## src/rtl/game_control_pkg.sv

```systemverilog
// Shared state/direction codes and sizing constants for the snake control path.
// Imported by the control stage, the game logic and the renderer.
package game_control_pkg;

  typedef enum logic [2:0] {
    STATE_MENU   = 3'd0,
    STATE_INGAME = 3'd1,
    STATE_OVER   = 3'd2,
    STATE_WON    = 3'd3,
    STATE_TEST   = 3'd4
  } state_e;

  typedef enum logic [1:0] {
    LEFT_DIR  = 2'b00,
    TOP_DIR   = 2'b01,
    RIGHT_DIR = 2'b10,
    DOWN_DIR  = 2'b11
  } dir_e;

  localparam int TAIL_SIZE         = 7;
  localparam int MAX_TAILS_DEFAULT = 100;

  function automatic dir_e opposite_dir(input dir_e d);
    return dir_e'(d ^ 2'b10);
  endfunction

endpackage

```

## src/rtl/game_control_button_debounce.sv

```systemverilog
// Two-flop synchroniser followed by a streak-counting debouncer for one raw input.
// Emits the debounced level and a one-cycle pulse on each accepted rising edge.
module button_debounce #(
  parameter int DEBOUNCE_CYCLES = 4
) (
  input  logic clk,
  input  logic reset,
  input  logic raw,
  output logic level,
  output logic press
);

  localparam int CW = (DEBOUNCE_CYCLES > 1) ? $clog2(DEBOUNCE_CYCLES) : 1;
  localparam logic [CW-1:0] LAST_COUNT = CW'(DEBOUNCE_CYCLES - 1);

  logic          sync_meta_r;
  logic          sync_r;
  logic [CW-1:0] streak_r;

  // Bring the asynchronous input into the clock domain.
  always_ff @(posedge clk or posedge reset) begin
    if (reset) begin
      sync_meta_r <= 1'b0;
      sync_r      <= 1'b0;
    end else begin
      sync_meta_r <= raw;
      sync_r      <= sync_meta_r;
    end
  end

  // Flip the level only after an unbroken streak of disagreeing samples.
  always_ff @(posedge clk or posedge reset) begin
    if (reset) begin
      level    <= 1'b0;
      press    <= 1'b0;
      streak_r <= '0;
    end else begin
      press <= 1'b0;
      if (sync_r != level) begin
        if (streak_r == LAST_COUNT) begin
          level    <= sync_r;
          press    <= sync_r;
          streak_r <= '0;
        end else begin
          streak_r <= streak_r + CW'(1);
        end
      end else begin
        streak_r <= '0;
      end
    end
  end

endmodule

```

## src/rtl/game_control.sv

```systemverilog
// Snake control stage: conditions the buttons, owns the game state machine,
// the heading register and the round timer.
module game_control
  import game_control_pkg::*;
#(
  parameter int DEBOUNCE_CYCLES = 4,
  parameter int TIME_LIMIT      = 3600,
  parameter int MAX_TAILS       = MAX_TAILS_DEFAULT
) (
  input  logic                 update_clk,
  input  logic                 reset,
  input  logic                 btn_up,
  input  logic                 btn_down,
  input  logic                 btn_left,
  input  logic                 btn_right,
  input  logic                 btn_start,
  input  logic                 sw_test,
  input  logic                 game_over,
  input  logic                 game_won,
  input  logic [TAIL_SIZE-1:0] tail_count,
  output logic [2:0]           game_state,
  output logic [1:0]           direction,
  output logic [11:0]          time_left,
  output logic                 time_max
);

  localparam logic [11:0]          TIME_INIT = 12'(TIME_LIMIT);
  localparam logic [TAIL_SIZE-1:0] WIN_TAILS = TAIL_SIZE'(MAX_TAILS);

  logic [4:0] btn_raw_s;
  logic [4:0] btn_press_s;
  logic [4:0] btn_level_unused_s;
  logic       test_level_s;
  logic       test_press_unused_s;

  state_e      state_r;
  dir_e        dir_r;
  logic [11:0] time_left_r;
  logic        time_max_r;
  logic        steer_valid_s;
  dir_e        steer_dir_s;

  assign btn_raw_s = {btn_start, btn_right, btn_left, btn_down, btn_up};

  for (genvar i = 0; i < 5; i++) begin : g_btn
    button_debounce #(.DEBOUNCE_CYCLES(DEBOUNCE_CYCLES)) u_btn (
      .clk   (update_clk),
      .reset (reset),
      .raw   (btn_raw_s[i]),
      .level (btn_level_unused_s[i]),
      .press (btn_press_s[i])
    );
  end

  button_debounce #(.DEBOUNCE_CYCLES(DEBOUNCE_CYCLES)) u_test (
    .clk   (update_clk),
    .reset (reset),
    .raw   (sw_test),
    .level (test_level_s),
    .press (test_press_unused_s)
  );

  // Pick a single steering request: up > down > left > right.
  always_comb begin
    steer_valid_s = 1'b1;
    steer_dir_s   = RIGHT_DIR;
    if (btn_press_s[0]) begin
      steer_dir_s = TOP_DIR;
    end else if (btn_press_s[1]) begin
      steer_dir_s = DOWN_DIR;
    end else if (btn_press_s[2]) begin
      steer_dir_s = LEFT_DIR;
    end else if (btn_press_s[3]) begin
      steer_dir_s = RIGHT_DIR;
    end else begin
      steer_valid_s = 1'b0;
    end
  end

  // Game state machine together with heading and round timer.
  always_ff @(posedge update_clk or posedge reset) begin
    if (reset) begin
      state_r     <= STATE_MENU;
      dir_r       <= RIGHT_DIR;
      time_left_r <= TIME_INIT;
      time_max_r  <= 1'b0;
    end else begin
      time_max_r <= (state_r == STATE_INGAME) && (time_left_r == 12'd0);
      case (state_r)
        STATE_MENU: begin
          if (test_level_s) begin
            state_r <= STATE_TEST;
          end else if (btn_press_s[4]) begin
            state_r     <= STATE_INGAME;
            dir_r       <= RIGHT_DIR;
            time_left_r <= TIME_INIT;
          end
        end
        STATE_INGAME: begin
          // A loss outranks a win landing in the same cycle.
          if (game_over || time_max_r) begin
            state_r <= STATE_OVER;
          end else if (game_won || (tail_count >= WIN_TAILS)) begin
            state_r <= STATE_WON;
          end
          if (time_left_r != 12'd0) begin
            time_left_r <= time_left_r - 12'd1;
          end
          if (steer_valid_s && (steer_dir_s != opposite_dir(dir_r))) begin
            dir_r <= steer_dir_s;
          end
        end
        STATE_OVER, STATE_WON: begin
          if (btn_press_s[4]) begin
            state_r <= STATE_MENU;
          end
        end
        STATE_TEST: begin
          if (!test_level_s) begin
            state_r <= STATE_MENU;
          end
        end
        default: state_r <= STATE_MENU;
      endcase
    end
  end

  assign game_state = state_r;
  assign direction  = dir_r;
  assign time_left  = time_left_r;
  assign time_max   = time_max_r;

endmodule

```

## config.mk

```make
export PLATFORM = sky130hd
export DESIGN_NAME = game_control
export DESIGN_NICKNAME = d
export VERILOG_FILES = /design/src/rtl/game_control_pkg.sv /design/src/rtl/game_control_button_debounce.sv /design/src/rtl/game_control.sv
export SDC_FILE = /design/constraint.sdc
export NUM_CORES = 1
export LEC_CHECK = 0
export BUFFER_PORTS_ARGS = -buffer_cell sky130_fd_sc_hd__buf_2
export CELL_PAD_IN_SITES_DETAIL_PLACEMENT = 2
export CELL_PAD_IN_SITES_GLOBAL_PLACEMENT = 2
export CORE_ASPECT_RATIO = 0.9
export CORE_UTILIZATION = 37
export DETAILED_ROUTE_END_ITERATION = 10
export PLACE_DENSITY_LB_ADDON = 0.3
export SYNTH_ARGS = -nofsm -noshare
export SYNTH_HDL_FRONTEND = slang
export SYNTH_SLANG_ARGS = --single-unit
```

## constraint.sdc

```tcl
create_clock -name update_clk -period 2.2 [get_ports update_clk]
set_input_delay 0.33 -clock update_clk [delete_from_list [all_inputs] [get_ports update_clk]]
set_output_delay 0.33 -clock update_clk [all_outputs]
set_load 0.02 [all_outputs]
```

==> flow_metrics.env, run 1 <==
export IMPL_outcome="finished clean"
export IMPL_grt_pass1_wl_mm=9.24
export IMPL_synth_nets=218
export IMPL_area_growth_pct=15.8
export IMPL_ir_drop_v=0.000435
export IMPL_ys_ff_latch=53
export IMPL_num_rows=26
export IMPL_post_route_drc_count=0
export IMPL_synth_top_cell_area_share_pct=52.3
export IMPL_finalSetupViolCount=0
export IMPL_post_route_min_period_ns=1.96
export IMPL_start_kind="register"
export IMPL_grt_start_max_net_pins=30
export IMPL_fin_crit_sh_pct=89.2
export IMPL_yosysWarnings=0
export IMPL_overflow=0
export IMPL_grt_setup_unrepaired="false"
export IMPL_design_area_sq_mm=0.00266
export IMPL_hold_slack_ns=0.0730
export IMPL_hold_class="input port to async pin"
export IMPL_power_density_mw_per_mm2=1240
export IMPL_initial_core_util_pct=39.4
export IMPL_diodes=0
export IMPL_layout_drive_gt1_share_pct=24.7
export IMPL_crit_type="register to register"
export IMPL_grtUsageTotal_pct=18.4
export IMPL_wl_per_cell_microns=17.0
export IMPL_routed_wl_mm=5.20
export IMPL_worstPathRequired_ns=2.44
export IMPL_cts_setup_buffers=0
export IMPL_clk_latency_ns=0.31
export IMPL_hpwl_mm=3.74
export IMPL_ys_top_cells_by_area="dfrtp_1 52%, dfstp_2 5.7%, ha_1 4.4%"
export IMPL_fin_skew_ns=0.00720
export IMPL_maxCapViolations=0
export IMPL_gp_congestion=0.704
export IMPL_design_die_area_sq_mm=0.00652
export IMPL_maxSlewViolCount=0
export IMPL_slew_headroom_pct=21.6
export IMPL_max_freq_mhz=510
export IMPL_tritoncts="yes"
export IMPL_antenna_found_initial=0
export IMPL_cts_htree_levels=2
export IMPL_vias=1643
export IMPL_nets=259
export IMPL_worstMarginPinSlew_ns=1.17
export IMPL_io_buffers=32
export IMPL_clock_sinks=53
export IMPL_arrival_ns=2.20
export IMPL_die_h_microns=76.7
export IMPL_rr_endpoint="time_left[8]"
export IMPL_timing_rr_start="game_state[1]"
export IMPL_dpl_instance_area_sq_mm=0.00257
export IMPL_synth_cells=193
export IMPL_ios=35
export IMPL_syn_area_sq_mm=0.00229
export IMPL_avgViaCountPerCell=5.39
export IMPL_power_leakage_nw=1.20
export IMPL_clock_path_buffers=2
export IMPL_grt_pass1_vias=1798
export IMPL_final_antenna_net_count=0
export IMPL_ctsHoldBuffers=0
export IMPL_synth_main_ff_cell="dfrtp_1"
export IMPL_hold_viol=0
export IMPL_synth_top_area_cell="dfrtp_1"
export IMPL_rr_worst_depth=4
export IMPL_drtPass1Iterations=4
export IMPL_drt_iter0_drc=47
export IMPL_cp_max_fo=17
export IMPL_final_setup_tns_ns=0
export IMPL_yosys_top_cells_count="48 x dfrtp_1, 13 x o21ai_0, 9 x a21oi_1, 9 x inv_1, 9 x nor2_1"
export IMPL_core_area_sq_mm=0.00582
export IMPL_yosysUniqueCellTypes=45
export IMPL_ys_seq_area_share_pct=58.1
export IMPL_worstSetupEndpointType="register"
export IMPL_cts_buffers=5
export IMPL_cts_resized=0
export IMPL_clock_root_buffer="clkbuf_8"
export IMPL_synth_edff_count=0
export IMPL_yosys_cell_count_top_type="dfrtp_1"
export IMPL_avgSynthCellArea_sq_um=11.9
export IMPL_clk_pin_slew_worst_paths_ns=0.09
export IMPL_ff2ff_setup_slack_ns=0.24
export IMPL_die_w_microns=85.0
export IMPL_async_flop_share_pct=100
-- sequential cells by signal (all words and copies together) (netlist names) --
signal / count
time_left: 12
g_btn.u_btn.streak_r: 10
g_btn.u_btn.level: 5
g_btn.u_btn.press: 5
g_btn.u_btn.sync_meta_r: 5
g_btn.u_btn.sync_r: 5
game_state: 3
direction: 2
u_test.streak_r: 2
time_max: 1
u_test.level: 1
u_test.sync_meta_r: 1
u_test.sync_r: 1
-- where the power goes --
group	switching [mW]	internal, mW
registers	0.321	1.30
logic	0.643	0.487
clock network	0.321	0.226
total	1.29	2.01
-- critical path, cell delays in order, from the launching register on --
cell	delay (ns)
dfrtp_1	0.50
nor2_1	0.19
o21ai_1	0.41
or4_1	0.64
a21oi_1	0.15
-- how the worst max path moves through the flow --
| stage | slack [ns] | startpoint | end |
|---|---|---|---|
| final | 0.24 | game_state[1] | time_left[8] |
| after global routing | 0.06 | game_state[1] | time_left[6] |
| after CTS | 0.22 | game_state[1] | time_left[8] |
| after detailed placement | 0.25 | game_state[1] | time_left[8] |
| after global placement | 0.32 | time_left[0] | time_left[0] |
| after floorplan | 0.27 | time_left[0] | time_left[0] |
-- cells in the final DEF, fill, tap and decap left out, types with 2 or more instances in the layout --
cell type	count
or3_1	5
buf_4	5
nand3_1	4
nor2b_1	6
xnor2_1	4
mux2i_1	2
dfrtp_1	48
dfstp_2	5
ha_1	8
nand2b_1	4
o21ai_0	13
nor2_1	9
nor4b_1	2
clkbuf_1	2
or4_1	6
o31ai_1	5
nor3b_1	5
xor2_1	4
and3b_1	2
o311a_1	2
a21oi_1	9
mux2_2	3
nor3_1	4
buf_2	32
and2_1	5
clkbuf_8	5
nand2_1	7
inv_1	8
nor4_1	2
-- per-stage QoR --
stage | std cells | worst slack [ns] | util (%) | power [mW]
after floorplan | 193 | 0.273 | - | 2.37
after global placement | 297 | 0.315 | 44.2 | 2.70
after detailed placement | 297 | 0.254 | 44.2 | 2.78
after CTS | 305 | 0.218 | 45.6 | 3.35
after global routing | 305 | 0.0553 | 45.6 | 3.57
final | 305 | 0.239 | 45.6 | 3.30
-- final cells by class --
cell class                 instances  area [sq um]
fill                             599          3170
multi-input combinational        127           901
inverter                           9          33.8
sequential                        53          1330
clock buffer                       7          76.3
tap                               70          87.6
timing repair buffer              38           218
clock inverter                     1          7.51
-- metal layers --
metal	global-route usage (%)	part of all wire (%)
met2	30.6	49
met3	3.44	2.9
met5	0	0
met4	6.10	1.2
met1	24.1	47
-- cells by family (layout without fill, tap and decap cells) --
logic type | after synthesis | count (layout) | synth area share, %
and+or+nand+nor | 68 | 68 | 19.1
DFF | 53 | 53 | 58.1
AOI/OAI and AO/OA | 38 | 38 | 10.4
buffers and inverters | 13 | 55 | 2.67
adders and majority gates | 8 | 8 | 4.36
xor gates and xnor gates | 8 | 8 | 3.05
muxes | 5 | 5 | 2.34
Note: power is estimated with default switching activity, not from simulation.
==> run 2, diff against run 1 <==
--- a/config.mk
+++ b/config.mk
@@ -5,12 +5,13 @@
 export SDC_FILE = /design/constraint.sdc
 export NUM_CORES = 1
 export LEC_CHECK = 0
-export BUFFER_PORTS_ARGS = -buffer_cell sky130_fd_sc_hd__buf_2
+export BUFFER_PORTS_ARGS = -buffer_cell sky130_fd_sc_hd__buf_4
 export CELL_PAD_IN_SITES_DETAIL_PLACEMENT = 2
 export CELL_PAD_IN_SITES_GLOBAL_PLACEMENT = 2
 export CORE_ASPECT_RATIO = 0.9
 export CORE_UTILIZATION = 37
 export DETAILED_ROUTE_END_ITERATION = 10
+export MAX_ROUTING_LAYER = met4
 export PLACE_DENSITY_LB_ADDON = 0.3
 export SYNTH_ARGS = -nofsm -noshare
 export SYNTH_HDL_FRONTEND = slang
==> run 2 against run 1 <==
- global-route usage rose by 0.40 points
- non-clock buffer count rose by 2
- design area rose by 3.8%
- critical path depth did not move
- sequential power barely moved
- flip-flop and latch count did not move
- routed wire length rose by 1.8%
- clock skew fell by 0.0034 ns
==> flow_metrics.env, run 2 (synthesis results as in run 1) <==
export IMPL_outcome="finished clean"
export IMPL_n_fill_cell=605
export IMPL_post_route_min_period_ns=2.01
export IMPL_crit_type="register to register"
export IMPL_io_buffers=32
export IMPL_avgViaCountPerCell=5.39
export IMPL_fin_skew_ns=0.00377
export IMPL_clock_power_share_pct=16.5
export IMPL_max_freq_mhz=498
export IMPL_vias=1656
export IMPL_post_route_drc_count=0
export IMPL_nets=261
export IMPL_drt_iter0_drc=38
export IMPL_layout_drive_gt1_share_pct=25.3
export IMPL_dpl_instance_area_sq_mm=0.00266
export IMPL_critPathMaxStageDelay_ns=0.50
export IMPL_grt_pass1_wl_mm=9.33
export IMPL_clock_root_buffer="clkbuf_8"
export IMPL_num_rows=26
export IMPL_final_antenna_net_count=0
export IMPL_final_setup_tns_ns=0
export IMPL_die_w_microns=85.0
export IMPL_largest_reg_flops=12
export IMPL_tritoncts="yes"
export IMPL_seqCellArea_sq_mm=0.00133
export IMPL_fin_util_pct=47.3
export IMPL_worstSetupEndpointType="register"
export IMPL_combPwrFrac_pct=35.9
export IMPL_hold_class="input port to register"
export IMPL_clk_pin_slew_worst_paths_ns=0.10
export IMPL_grt_pass1_vias=1843
export IMPL_intPower_mw=2.10
export IMPL_diodes=0
export IMPL_multi_input_area_sq_um=901
export IMPL_cts_htree_levels=2
export IMPL_grt_start_max_net_pins=47
export IMPL_final_common_cell="dfrtp_1"
export IMPL_ios=35
export IMPL_timing_rr_start="game_state[1]"
export IMPL_power_leakage_nw=1.24
export IMPL_rr_endpoint="game_state[1]"
export IMPL_gp_congestion=0.714
export IMPL_hold_path_endpoint="u_test.sync_meta_r"
export IMPL_holdPathStages=1
export IMPL_maxSlewViolCount=0
export IMPL_switchingPower_mw=1.32
export IMPL_arrival_ns=2.20
export IMPL_worstPathRequired_ns=2.39
export IMPL_worstMarginPinSlew_ns=0.884
export IMPL_initial_core_util_pct=39.4
export IMPL_clock_path_buffers=2
export IMPL_antenna_found_initial=0
export IMPL_clk_latency_ns=0.31
export IMPL_fin_crit_sh_pct=91.4
export IMPL_ir_drop_v=0.000472
export IMPL_hold_start="sw_test"
export IMPL_ff2ff_setup_slack_ns=0.19
export IMPL_grt_setup_unrepaired="false"
export IMPL_finalSetupViolCount=0
export IMPL_area_growth_pct=20.1
export IMPL_routed_wl_mm=5.29
export IMPL_slew_headroom_pct=40.7
export IMPL_rr_worst_depth=4
export IMPL_core_area_sq_mm=0.00582
export IMPL_overflow=0
export IMPL_die_h_microns=76.7
export IMPL_layout_common_cells="48 x dfrtp_1, 38 x buf_4, 13 x o21ai_0"
export IMPL_hpwl_mm=3.89
export IMPL_drtPass1Iterations=4
export IMPL_design_area_sq_mm=0.00276
export IMPL_p_sw_share_pct=38.5
export IMPL_critical_path_cell_chain="or3b_4 > or3_1 > o311ai_0 > a21oi_1"
export IMPL_clock_sinks=53
export IMPL_pwr_share_seq_pct=47.5
export IMPL_power_density_mw_per_mm2=1240
export IMPL_cp_slowest_cell="dfrtp_1"
export IMPL_wl_per_cell_microns=17.2
export IMPL_design_die_area_sq_mm=0.00652
export IMPL_maxCapViolations=0
export IMPL_cp_max_fo=9
export IMPL_cts_buffers=5
export IMPL_hold_viol=0
export IMPL_cts_resized=0
export IMPL_grtUsageTotal_pct=18.8
export IMPL_start_kind="register"
## run 2: worst max path at each step
stage,startpoint,end,cells after the start
after floorplan,time_left[0],time_left[0],7
after global placement,time_left[0],time_left[0],7
after detailed placement,game_state[1],game_state[1],4
after CTS,game_state[1],game_state[1],4
after global routing,time_left[0],time_left[9],4
final,game_state[1],game_state[1],4
## run 2: repair_timing
item / in CTS / in global routing
setup buffers: 0 / 0
hold endpoints to repair: 7 / 0
hold buffers: 1 / 0
## run 2: stage by stage
step | hold slack (ns) | instances | power (mW) | setup WS (ns)
after floorplan | 0.331 | 193 | 2.37 | 0.273
after global placement | 0.250 | 298 | 2.79 | 0.297
after detailed placement | 0.256 | 298 | 2.89 | 0.200
after CTS | 0.107 | 307 | 3.47 | 0.174
after global routing | 0.0969 | 307 | 3.67 | 0.0338
final | 0.119 | 307 | 3.42 | 0.190
## run 2: power groups by stage
stage	combinational [mW]	sequential [mW]	clock, mW
floorplan	0.654	1.72	0
global placement	1.17	1.62	0
finish	1.23	1.62	0.564
detailed placement	1.24	1.65	0
global route	1.37	1.68	0.627
CTS	1.25	1.63	0.585
## run 2: per-layer routing
layer	global-route usage [%]	up-vias	wire [microns]
met5	-	-	0
met1	23.9	848	2400
met3	3.55	4	133
met2	29.8	26	2700
met4	7.29	0	54
li1	-	778	-
## run 2: area by class of cell
type                       instances  share of cell area [%]
clock buffer                       6                    2.63
clock inverter                     2                   0.499
inverter                           9                    1.23
multi-input combinational        127                    32.7
sequential                        53                    48.3
tap                               70                    3.18
timing repair buffer              40                    11.4
## run 2: critical path, delay by kind of cell (launching register included)
family | cells | cell delay (ns)
AND/OR/NAND/NOR | 2 | 0.87
AO/OA/AOI/OAI | 2 | 0.52
flip-flops | 1 | 0.50
==> run 3, diff against run 2 <==
--- a/config.mk
+++ b/config.mk
@@ -9,10 +9,11 @@
 export CELL_PAD_IN_SITES_DETAIL_PLACEMENT = 2
 export CELL_PAD_IN_SITES_GLOBAL_PLACEMENT = 2
 export CORE_ASPECT_RATIO = 0.9
-export CORE_UTILIZATION = 37
+export CORE_UTILIZATION = 38
 export DETAILED_ROUTE_END_ITERATION = 10
 export MAX_ROUTING_LAYER = met4
 export PLACE_DENSITY_LB_ADDON = 0.3
 export SYNTH_ARGS = -nofsm -noshare
 export SYNTH_HDL_FRONTEND = slang
+export SYNTH_HIERARCHICAL = 1
 export SYNTH_SLANG_ARGS = --single-unit
==> constraint.sdc (replaced) <==
create_clock -name update_clk -period 2.2 [get_ports update_clk]
set_input_delay 0.11 -clock update_clk [delete_from_list [all_inputs] [get_ports update_clk]]
set_output_delay 0.11 -clock update_clk [all_outputs]
set_load 0.02 [all_outputs]
==> run 3 against run 2 <==
- the flow now finishes with violations (DRC)
- register-to-register slack improved by 0.04 ns
- first-iteration DRC count grew 110%
- routed wire length grew 5.9%
- power increased by 4.0%
- clock power rose by 6.6%
==> flow_metrics.env, run 3 <==
export IMPL_die_h_microns=76.3
export IMPL_hold_path_endpoint="game_state[1]"
export IMPL_num_rows=26
export IMPL_avgViaCountPerCell=5.45
export IMPL_fin_skew_ns=0.00945
export IMPL_drtPass1Iterations=9
export IMPL_cts_buffers=5
export IMPL_hold_start="game_won"
export IMPL_clk_pin_slew_worst_paths_ns=0.10
export IMPL_post_route_drc_count=4
export IMPL_violations="DRC"
export IMPL_worstPathRequired_ns=2.42
export IMPL_hold_class="input port to register"
export IMPL_worstSetupEndpointType="register"
export IMPL_design_die_area_sq_mm=0.00646
export IMPL_layout_setup_ws_ns=0.228
export IMPL_power_leakage_nw=1.33
export IMPL_max_freq_mhz=507
export IMPL_io_buffers=32
export IMPL_clk_latency_ns=0.31
export IMPL_dpl_instance_area_sq_mm=0.00273
export IMPL_fin_util_pct=50.2
export IMPL_slew_headroom_pct=50.9
export IMPL_crit_type="register to register"
export IMPL_clock_sinks=53
export IMPL_post_route_min_period_ns=1.97
export IMPL_area_growth_pct=24.6
export IMPL_fin_crit_sh_pct=89.6
export IMPL_clock_path_buffers=2
export IMPL_layout_common_cells="48 x dfrtp_1, 43 x buf_4, 12 x inv_1"
export IMPL_die_w_microns=84.6
export IMPL_design_area_sq_mm=0.00291
export IMPL_power_density_mw_per_mm2=1220
export IMPL_drt_iter0_drc=81
export IMPL_hold_slack_ns=0.0664
export IMPL_power_mw=3.55
export IMPL_grt_pass1_vias=1950
export IMPL_maxCapViolations=0
export IMPL_routed_wl_mm=5.60
export IMPL_worstMarginPinSlew_ns=0.736
export IMPL_tritoncts="yes"
export IMPL_wl_per_cell_microns=17.7
export IMPL_initial_core_util_pct=40.3
export IMPL_fin_cells=316
export IMPL_syn_area_sq_mm=0.00233
export IMPL_antenna_found_initial=0
export IMPL_synth_cells=191
export IMPL_avgSynthCellArea_sq_um=12.2
export IMPL_maxSlewViolCount=0
export IMPL_outcome="finished with violations"
export IMPL_ios=35
export IMPL_cts_htree_levels=2
export IMPL_grtUsageTotal_pct=19.9
export IMPL_layout_drive_gt1_share_pct=30.9
export IMPL_grt_setup_unrepaired="false"
export IMPL_diodes=0
export IMPL_cp_max_fo=4
export IMPL_ir_drop_v=0.000503
export IMPL_holdPathStages=3
export IMPL_ff2ff_setup_slack_ns=0.23
export IMPL_start_kind="register"
export IMPL_synth_nets=216
export IMPL_final_common_cell="dfrtp_1"
export IMPL_final_antenna_net_count=0
export IMPL_largest_reg_flops=12
export IMPL_arrival_ns=2.19
export IMPL_overflow=0
export IMPL_gp_congestion=0.713
export IMPL_grt_start_max_net_pins=19
export IMPL_nets=270
export IMPL_rr_worst_depth=7
export IMPL_yosysWarnings=6
export IMPL_grt_pass1_wl_mm=9.70
export IMPL_hold_viol=0
export IMPL_dp_cells=300
export IMPL_timing_rr_start="time_left[0]"
export IMPL_clock_root_buffer="clkbuf_8"
export IMPL_rr_endpoint="time_left[0]"
export IMPL_finalSetupViolCount=0
export IMPL_hpwl_mm=3.97
export IMPL_final_setup_tns_ns=0
export IMPL_core_area_sq_mm=0.00579
export IMPL_place_ws_ns=0.173
export IMPL_vias=1721
-- run 3: power breakdown --
group | internal (mW) | switching (mW) | total [mW]
logic | 0.650 | 0.721 | 1.37
registers | 1.29 | 0.291 | 1.58
clock network | 0.262 | 0.339 | 0.601
total | 2.20 | 1.35 | 3.55
-- run 3: per-layer routing --
| metal | GRT usage, % | part of all wire, % | vias up |
|---|---|---|---|
| met4 | 5.08 | 0.96 | 0 |
| met1 | 23.7 | 44 | 899 |
| met2 | 34.7 | 53 | 19 |
| li1 | - | - | 796 |
| met5 | - | 0 | - |
| met3 | 3.58 | 2.1 | 7 |
-- run 3: worst max-delay path by stage --
stage	startpoint	end	slack (ns)	cells after the start
4_1_cts	time_left[0]	time_left[0]	0.10	7
3_3_place_gp	time_left[0]	time_left[1]	0.25	6
6_report	time_left[0]	time_left[0]	0.23	7
3_5_place_dp	time_left[0]	time_left[0]	0.17	7
5_1_grt	time_left[0]	time_left[0]	0.09	7
2_1_floorplan	time_left[0]	time_left[11]	0.21	6
-- run 3: worst max-delay path, cell delays in order, from the launching register on --
cell	delay (ns)
dfrtp_1	0.40
inv_1	0.09
ha_1	0.14
or4b_4	0.51
nor4_4	0.36
buf_4	0.20
o21ai_0	0.08
o21ai_0	0.11
-- run 3: layout make-up --
cell class	count	area, sq um
clock buffer	6	82.6
clock inverter	2	17.5
fill	593	2880
inverter	12	45.0
multi-input combinational	123	948
sequential	53	1330
tap	70	87.6
timing repair buffer	50	393
-- run 3: timing repair --
action | in CTS | in global routing
setup endpoints to repair | 0 | 1
buffers inserted | 0 | 1
resized for setup | 0 | 1
endpoints found under the hold margin | 54 | 0
hold buffers | 7 | 0
